`src/rtl/mux_arb_n_to_1_pkg.sv`:
```
// Shared constants and helpers for the M-to-1 arbitrated output mux.
package mux_arb_n_to_1_pkg;

  localparam logic MODE_SEL = 1'b0;
  localparam logic MODE_RR  = 1'b1;

  // Ceiling log2 for callers sizing SEL_W from M
  function automatic int unsigned clog2(input int unsigned v);
    int unsigned r;
    r = 0;
    for (int unsigned p = 1; p < v; p = p << 1) r++;
    return r;
  endfunction

endpackage

```
`src/rtl/mux_arb_n_to_1_rr_arbiter.sv`:
```
// Combinational round-robin arbiter: first request after last_grant, modulo M.
module rr_arbiter #(
  parameter int unsigned M     = 8,
  parameter int unsigned SEL_W = 3
) (
  input  logic [M-1:0]     req,
  input  logic [SEL_W-1:0] last_grant,
  output logic [SEL_W-1:0] grant,
  output logic             grant_valid
);

  int unsigned sh;
  int unsigned off;
  logic [M-1:0] rot;

  // Rotate so the channel after last_grant sits at bit 0, then take the lowest set bit
  always_comb begin
    sh          = (32'(last_grant) + 32'd1) % M;
    rot         = M'({req, req} >> sh);
    off         = 0;
    grant_valid = 1'b0;
    for (int k = 0; k < int'(M); k++) begin
      if (!grant_valid && rot[k]) begin
        grant_valid = 1'b1;
        off         = 32'(k);
      end
    end
    grant = SEL_W'((sh + off) % M);
  end

endmodule

```
`src/rtl/mux_arb_n_to_1.sv`:
```
// M-input registered output mux with valid/ready handshake, explicit or round-robin select.
module mux_arb_n_to_1
  import mux_arb_n_to_1_pkg::*;
#(
  parameter int unsigned N     = 32,
  parameter int unsigned M     = 8,
  parameter int unsigned SEL_W = 3
) (
  input  logic             clk,
  input  logic             rstb,
  input  logic             mode,
  input  logic [SEL_W-1:0] selector,
  input  logic [M*N-1:0]   in_data,
  input  logic [M-1:0]     in_valid,
  output logic [M-1:0]     in_ready,
  output logic [N-1:0]     out_data,
  output logic             out_valid,
  input  logic             out_ready,
  output logic [SEL_W-1:0] out_chan
);

  logic [SEL_W-1:0] last_grant;
  logic [SEL_W-1:0] rr_g_c;
  logic             rr_gv_c;
  logic             sel_gv_c;
  logic [SEL_W-1:0] g_c;
  logic             gv_c;
  logic             load_c;
  logic [N-1:0]     g_data_c;

  rr_arbiter #(.M(M), .SEL_W(SEL_W)) u_rr (
    .req         (in_valid),
    .last_grant  (last_grant),
    .grant       (rr_g_c),
    .grant_valid (rr_gv_c)
  );

  // Explicit select: selectors at or beyond M match no channel and so never grant
  always_comb begin
    sel_gv_c = 1'b0;
    for (int k = 0; k < int'(M); k++) begin
      if (selector == SEL_W'(k) && in_valid[k]) sel_gv_c = 1'b1;
    end
  end

  // Grant steering, accept strobes and selected data
  always_comb begin
    g_c      = (mode == MODE_RR) ? rr_g_c : selector;
    gv_c     = (mode == MODE_RR) ? rr_gv_c : sel_gv_c;
    load_c   = !out_valid || out_ready;
    in_ready = '0;
    g_data_c = '0;
    for (int k = 0; k < int'(M); k++) begin
      if (g_c == SEL_W'(k)) begin
        g_data_c    = in_data[k*N +: N];
        in_ready[k] = rstb && load_c && gv_c;
      end
    end
  end

  always_ff @(posedge clk or negedge rstb) begin
    if (!rstb) begin
      out_valid  <= 1'b0;
      out_data   <= '0;
      out_chan   <= '0;
      last_grant <= SEL_W'(M - 1);
    end else if (load_c) begin
      out_valid <= gv_c;
      if (gv_c) begin
        out_data <= g_data_c;
        out_chan <= g_c;
        if (mode == MODE_RR) last_grant <= g_c;
      end
    end
  end

endmodule

```
`config.mk`:
```
export PLATFORM = sky130hd
export DESIGN_NAME = mux_arb_n_to_1
export DESIGN_NICKNAME = d
export VERILOG_FILES = /design/src/rtl/mux_arb_n_to_1_pkg.sv /design/src/rtl/mux_arb_n_to_1_rr_arbiter.sv /design/src/rtl/mux_arb_n_to_1.sv
export SDC_FILE = /design/constraint.sdc
export NUM_CORES = 1
export LEC_CHECK = 0
export ABC_CLOCK_PERIOD_IN_PS = 18250
export CELL_PAD_IN_SITES_DETAIL_PLACEMENT = 1
export CELL_PAD_IN_SITES_GLOBAL_PLACEMENT = 2
export CORE_UTILIZATION = 21
export DETAILED_ROUTE_END_ITERATION = 12
export PLACE_DENSITY = 0.93
export SYNTH_ARGS = -nofsm -noshare
export SYNTH_HDL_FRONTEND = slang
export SYNTH_SLANG_ARGS = --single-unit
```
`constraint.sdc`:
```
create_clock -name clk -period 18.25 [get_ports clk]
set_input_delay 5.475 -clock clk [delete_from_list [all_inputs] [get_ports clk]]
set_output_delay 5.475 -clock clk [all_outputs]
set_load 0.005 [all_outputs]
```
# Yosys cells after proc, flatten, opt, wreduce, memory -nomap -nowiden
# Cells that the tools add are included.
# op_classes
n_eq_ne,14
mux,41
reduce_logical,30
addsub,2
n_shift,1
# ops
cell,n
32-bit two-way mux,8
1-bit two-way mux,26
3-bit equality test (second input constant),8
1-bit logical AND,17
16-bit by 3-bit right shift with 8-bit output,1
3-bit two-way mux,5
3-bit by 2-bit equality test with 1-bit output (second input constant),4
1-bit zero test,8
3-bit by 1-bit equality test with 1-bit output (second input constant),2
3-bit zero test,2
2-bit two-way mux,2
3-bit by 1-bit adder with 3-bit output (second input constant),1
3-bit adder,1
3-bit AND reduction,1
2-bit AND reduction,1
1-bit logical OR,1
# word_totals
regBits,39
elab_cells,92
out_inout_bits,44

# Logic depth before layout (Yosys ltp)
# Gate-level depths: netlist (run 1).
# depth
depth_word,35
depth_mapped,20

# Hierarchy
# From an unflattened synthesis (run 1), not the netlist that was laid out.
# unflattened
hier_cells,515
hier_area_um2,4822.1
# by_module_without_submodules
module,seq_area_each_um2,instances,area_each_um2,cells_per_inst
mux_arb_n_to_1,979.7,1,4259.1,453
rr_arbiter,0.0,1,563.0,62

# Worst setup path before layout (run 1)
# No wires, ideal clock.
# synth_timing
kind,input to output
start,input port in_valid[1]
end,output port in_ready[4]
arrival_time_ps,8614
cell_stages,14
n_path_buf,2
setup_slack_ps,4161
cell_sequence,mux2_2 > o31ai_1 > o21ai_0 > mux4_2 > nand2_1 > ha_1 > inv_1 > fa_1 > xnor2_1 > or3_1 > buf_2 > a41oi_4 > buf_4 > nor4_1
# synth_via
elab_chain_len,27
# synth_rtl
element,line_no,source
from (decl),mux_arb_n_to_1.sv:14,"input logic [M-1:0] in_valid,"
16-bit by 3-bit right shift with 8-bit output,mux_arb_n_to_1_rr_arbiter.sv:19,"rot = M'({req, req} >> sh);"
1-bit two-way mux,mux_arb_n_to_1_rr_arbiter.sv:23,if (!grant_valid && rot[k]) begin
1-bit zero test,mux_arb_n_to_1_rr_arbiter.sv:23,
1-bit logical AND,mux_arb_n_to_1_rr_arbiter.sv:23,
1-bit two-way mux,mux_arb_n_to_1_rr_arbiter.sv:23,
1-bit zero test,mux_arb_n_to_1_rr_arbiter.sv:23,
1-bit logical AND,mux_arb_n_to_1_rr_arbiter.sv:23,
1-bit two-way mux,mux_arb_n_to_1_rr_arbiter.sv:23,
[... 11 more ...],--,
1-bit two-way mux,mux_arb_n_to_1_rr_arbiter.sv:23,
1-bit zero test,mux_arb_n_to_1_rr_arbiter.sv:23,
1-bit logical AND,mux_arb_n_to_1_rr_arbiter.sv:23,
3-bit two-way mux,mux_arb_n_to_1_rr_arbiter.sv:23,
3-bit adder,mux_arb_n_to_1_rr_arbiter.sv:28,grant = SEL_W'((sh + off) % M);
3-bit two-way mux,mux_arb_n_to_1.sv:48,g_c = (mode == MODE_RR) ? rr_g_c : selector;
3-bit equality test,mux_arb_n_to_1.sv:54,if (g_c == SEL_W'(k)) begin
1-bit two-way mux *,mux_arb_n_to_1.sv:54,
to (decl),mux_arb_n_to_1.sv:15,"output logic [M-1:0] in_ready,"
# Every way passes the cells marked *; elsewhere a longest branch is shown, timed or not.

# Final worst setup path (run 1)
# layout_timing
start,input port in_valid[0]
end,output port in_ready[4]
# Same word-level chain as after synthesis.

==> results of run 1 <==
layout by cell type (no fill, tap or decap), types with 6 or more instances in the layout:
cell type / n
a41oi_1: 49
o22ai_1: 48
nor2_1: 16
and3_1: 8
nand3_1: 23
a32o_1: 24
mux2_2: 30
nor3_1: 7
mux2i_1: 8
inv_1: 9
o211ai_1: 24
nor4b_1: 24
a311o_1: 7
clkdlybuf4s50_1: 311
a31oi_1: 33
buf_4: 15
nand2_1: 169
o21ai_0: 56
dfrtp_1: 36
nor4_1: 6
flip-flops by register name, indices dropped and copies added, names as in the netlist:
name        count
out_data       32
last_grant      3
out_chan        3
out_valid       1
worst max path at each step:
stage | startpoint | end | slack, ps | cells past startpoint
2_1_floorplan | in_valid[1] | in_ready[4] | 4160 | 14
3_3_place_gp | in_valid[1] | in_ready[4] | 2020 | 15
6_report | in_valid[0] | in_ready[4] | 1770 | 15
5_1_grt | in_valid[0] | in_ready[4] | 1430 | 15
4_1_cts | in_valid[0] | in_ready[5] | 1780 | 15
3_5_place_dp | in_valid[0] | in_ready[5] | 1780 | 15
Yosys cell counts (all sizes together) (2+ instances only):
library cell / n / share of area, %
o31ai: 3 / 0.42
a21oi: 2 / 0.19
buf: 22 / 2.4
a32o: 24 / 4.5
nor4: 8 / 1.5
o22ai: 48 / 5.7
dfrtp: 36 / 17
ha: 2 / 0.47
clkbuf: 60 / 4.2
nand2b: 2 / 0.24
and3: 8 / 0.94
xnor2: 2 / 0.47
a31oi: 33 / 3.9
inv: 11 / 0.78
a311o: 7 / 1.3
mux2: 30 / 6.4
nor4b: 24 / 4.0
nor3: 9 / 1.1
o21ai: 59 / 5.6
o21a: 2 / 0.28
nor2b: 2 / 0.24
mux4: 5 / 2.1
a21o: 2 / 0.28
mux2i: 12 / 2.3
nor2: 19 / 1.3
nor3b: 4 / 0.57
a41oi: 50 / 8.6
nand2: 169 / 12
o211ai: 24 / 3.4
a2111oi: 8 / 1.4
dfstp: 3 / 1.5
nand3: 25 / 2.5
layout make-up:
type / instances / area, um2
inverter: 11 / 41.29
clock buffer: 5 / 125.1
multi-input combinational: 595 / 4006
fill: 2977 / 15690
clock inverter: 3 / 43.79
timing repair buffer: 329 / 3241
sequential: 39 / 979.7
tap: 324 / 405.4
logic make-up after synthesis:
group           count (synthesis)  synth area share (%)
compound gates                270                 37.35
xor+xnor                        3                0.6363
fa+ha+maj                       3                0.8482
buf+inv                        93                 7.422
flops                          39                 18.45
mux                            47                 10.82
simple gates                  272                 24.48
power breakdown:
part,internal (mW),total [mW],switching (mW)
combinational,0.706,2.00,1.29
clock,0.0648,0.110,0.0448
sequential,0.139,0.169,0.0299
through the flow:
step           cells  hold WS (ps)  instance area (um2)
2_1_floorplan    727         473.3                 5310
3_3_place_gp    1298         464.3                 8673
3_5_place_dp    1298         474.3                 8673
4_1_cts         1306         490.6                 8842
5_1_grt         1306         511.0                 8842
6_report        1306         484.9                 8842
critical path, stage by stage:
cell and delay, ps:
clkdlybuf4s50_1 610, mux2i_1 190, o31ai_1 470, o21ai_0 150, mux4_2 520, nand2_1 90
ha_1 130, inv_1 50, fa_1 420, xnor2_1 500, or3_1 910, a41oi_4 180
buf_4 350, nor4_1 360, clkdlybuf4s50_1 550
metal layers:
metal	vias up	share of wire [%]	routed length [um]
li1	3352	-	-
met1	3614	41	12500
met2	261	51	15560
met3	51	5.0	1530
met4	0	2.6	786
met5	-	0	0
==> key figures, run 1 <==
Worst hold path
  – Hold Startpoint: out_chan[0]
  – Hold path depth: 2
  – Min-delay worst type: flip-flop to flip-flop
  – Worst Hold Path EP: out_chan[0]

Timing
  – Worst-Margin Slew: 1146 ps
  – Slew HR: around a quarter
  – Min Tclk post-route: approximately 16000 ps
  – Setup TNS: 0 ps
  – Slew Viols, Final: 0
  – Final WS setup: 1773 ps
  – Skew final: 5.403 ps
  – Endpoints failing hold: 0
  – Unrepaired setup endpoints after global routing: false
  – Fin crit share: 90.28%
  – Max Freq: between 60 and 70 MHz
  – Final setup viols: 0

Synth
  – Main synth FF type: dfrtp_1
  – Synthesized flop and latch total: 39
  – Synthesized cell area: 5310 um2
  – Sequential share of the synthesized area: 18.45%
  – Mean Syn Cell Area: 7.304 um2
  – Post-synth cell types: 56
  – Ys async rst share: between 90% and 100%
  – Syn Inst Count: 727
  – Number of flops mapped to enable cells by yosys: 0
  – Post-Syn Nets: 1001
  – Ys Warns: 0

Placement
  – # port buffers: between 300 and 400
  – RePlAce Congestion: 0.8631
  – Post-DP HPWL: 21260 um
  – Post-Place Setup Slack: 1781 ps

Worst setup path
  – Reg2Reg Depth: 15
  – Max FO, Critical Path: 44
  – CP Launch Type: input pin
  – R2R setup slack: between 10000 and 15000 ps
  – Worst EP arrival: 11000 ps
  – R2r startpoint: last_grant[0]
  – WP data required: 12770 ps
  – CP Class: input pin to output port
  – Critical path capture point type: output port
  – RR Endpoint: out_data[10]

Clock network
  – Clock root cell: clkbuf_16
  – Clock buffer count from CTS: 5
  – Post-CTS sizing: 0
  – Clk slew on worst S/H paths: ~70 ps
  – CTS Buffer Depth: 2
  – Hold-fix buffers, CTS: 0
  – Skew-Pair Late Insertion Delay: 300 ps
  – CTS tree: built
  – # H-tree levels: 2
  – Clk sink count: 39
  – Post-CTS Repair Setup Buffers: 0

Finish
  – Area grow syn2layout: 66.52%
  – Share of layout cells above drive strength 1: 8.656%
  – Ant diodes: 0
  – Nets: about 1300
  – Post-Route Utilization: 36.04%

Detailed routing
  – Vias: between 7000 and 8000
  – Detail Route Antenna Nets: 0
  – Vias per Instance: 5.573
  – Drt pass-1 iters: 4
  – WL per Instance: ~23 um
  – Overall routed net length: between 30000 and 40000 um
  – Iter 0 DRT Violations: 390
  – Remaining DRCs: 0

Global routing
  – GRT Residual Overflow: 0
  – M3 GR Usage: between 4 and 5%
  – Met2 GRT Util: between 40% and 50%
  – Largest net degree at the start of global routing: 84
  – Number of global-route vias before repair: 7829
  – GRT busiest layer: met2
  – Total Routing Usage GR: 22.93%
  – First-pass GRT wire length: 46060 um
  – Met1 GRT Util: a little over a quarter
  – Initial antenna violation count: 0

Pwr
  – Power, Total: 2.275 mW
  – Leakage: 3.039 nW
  – Max VDD drop: 0.2920 mV
  – Pwr dens: 257.3 nW/um2

Die
  – Die X: about 160 um
  – Starting Density: 21.64%
  – Die area: between 20000 and 30000 um2
  – I/O pin total: 315
  – Row count: 57
  – Total core area: 24530 um2
  – Die H: 161.0 um

Outcome
  – Status: complete, no violations

Run
  – Max cap viols: 0
(Power assumes the default switching activity.)
==> run 2: changes to the inputs <==
--- a/config.mk
+++ b/config.mk
@@ -9,6 +9,7 @@
 export CELL_PAD_IN_SITES_DETAIL_PLACEMENT = 1
 export CELL_PAD_IN_SITES_GLOBAL_PLACEMENT = 2
 export CORE_UTILIZATION = 21
+export CTS_CLUSTER_SIZE = 30
 export DETAILED_ROUTE_END_ITERATION = 12
 export PLACE_DENSITY = 0.93
 export SYNTH_ARGS = -nofsm -noshare
==> results of run 2 <==
Same layout as run 1: the final DEF is identical, and so are final timing and power.
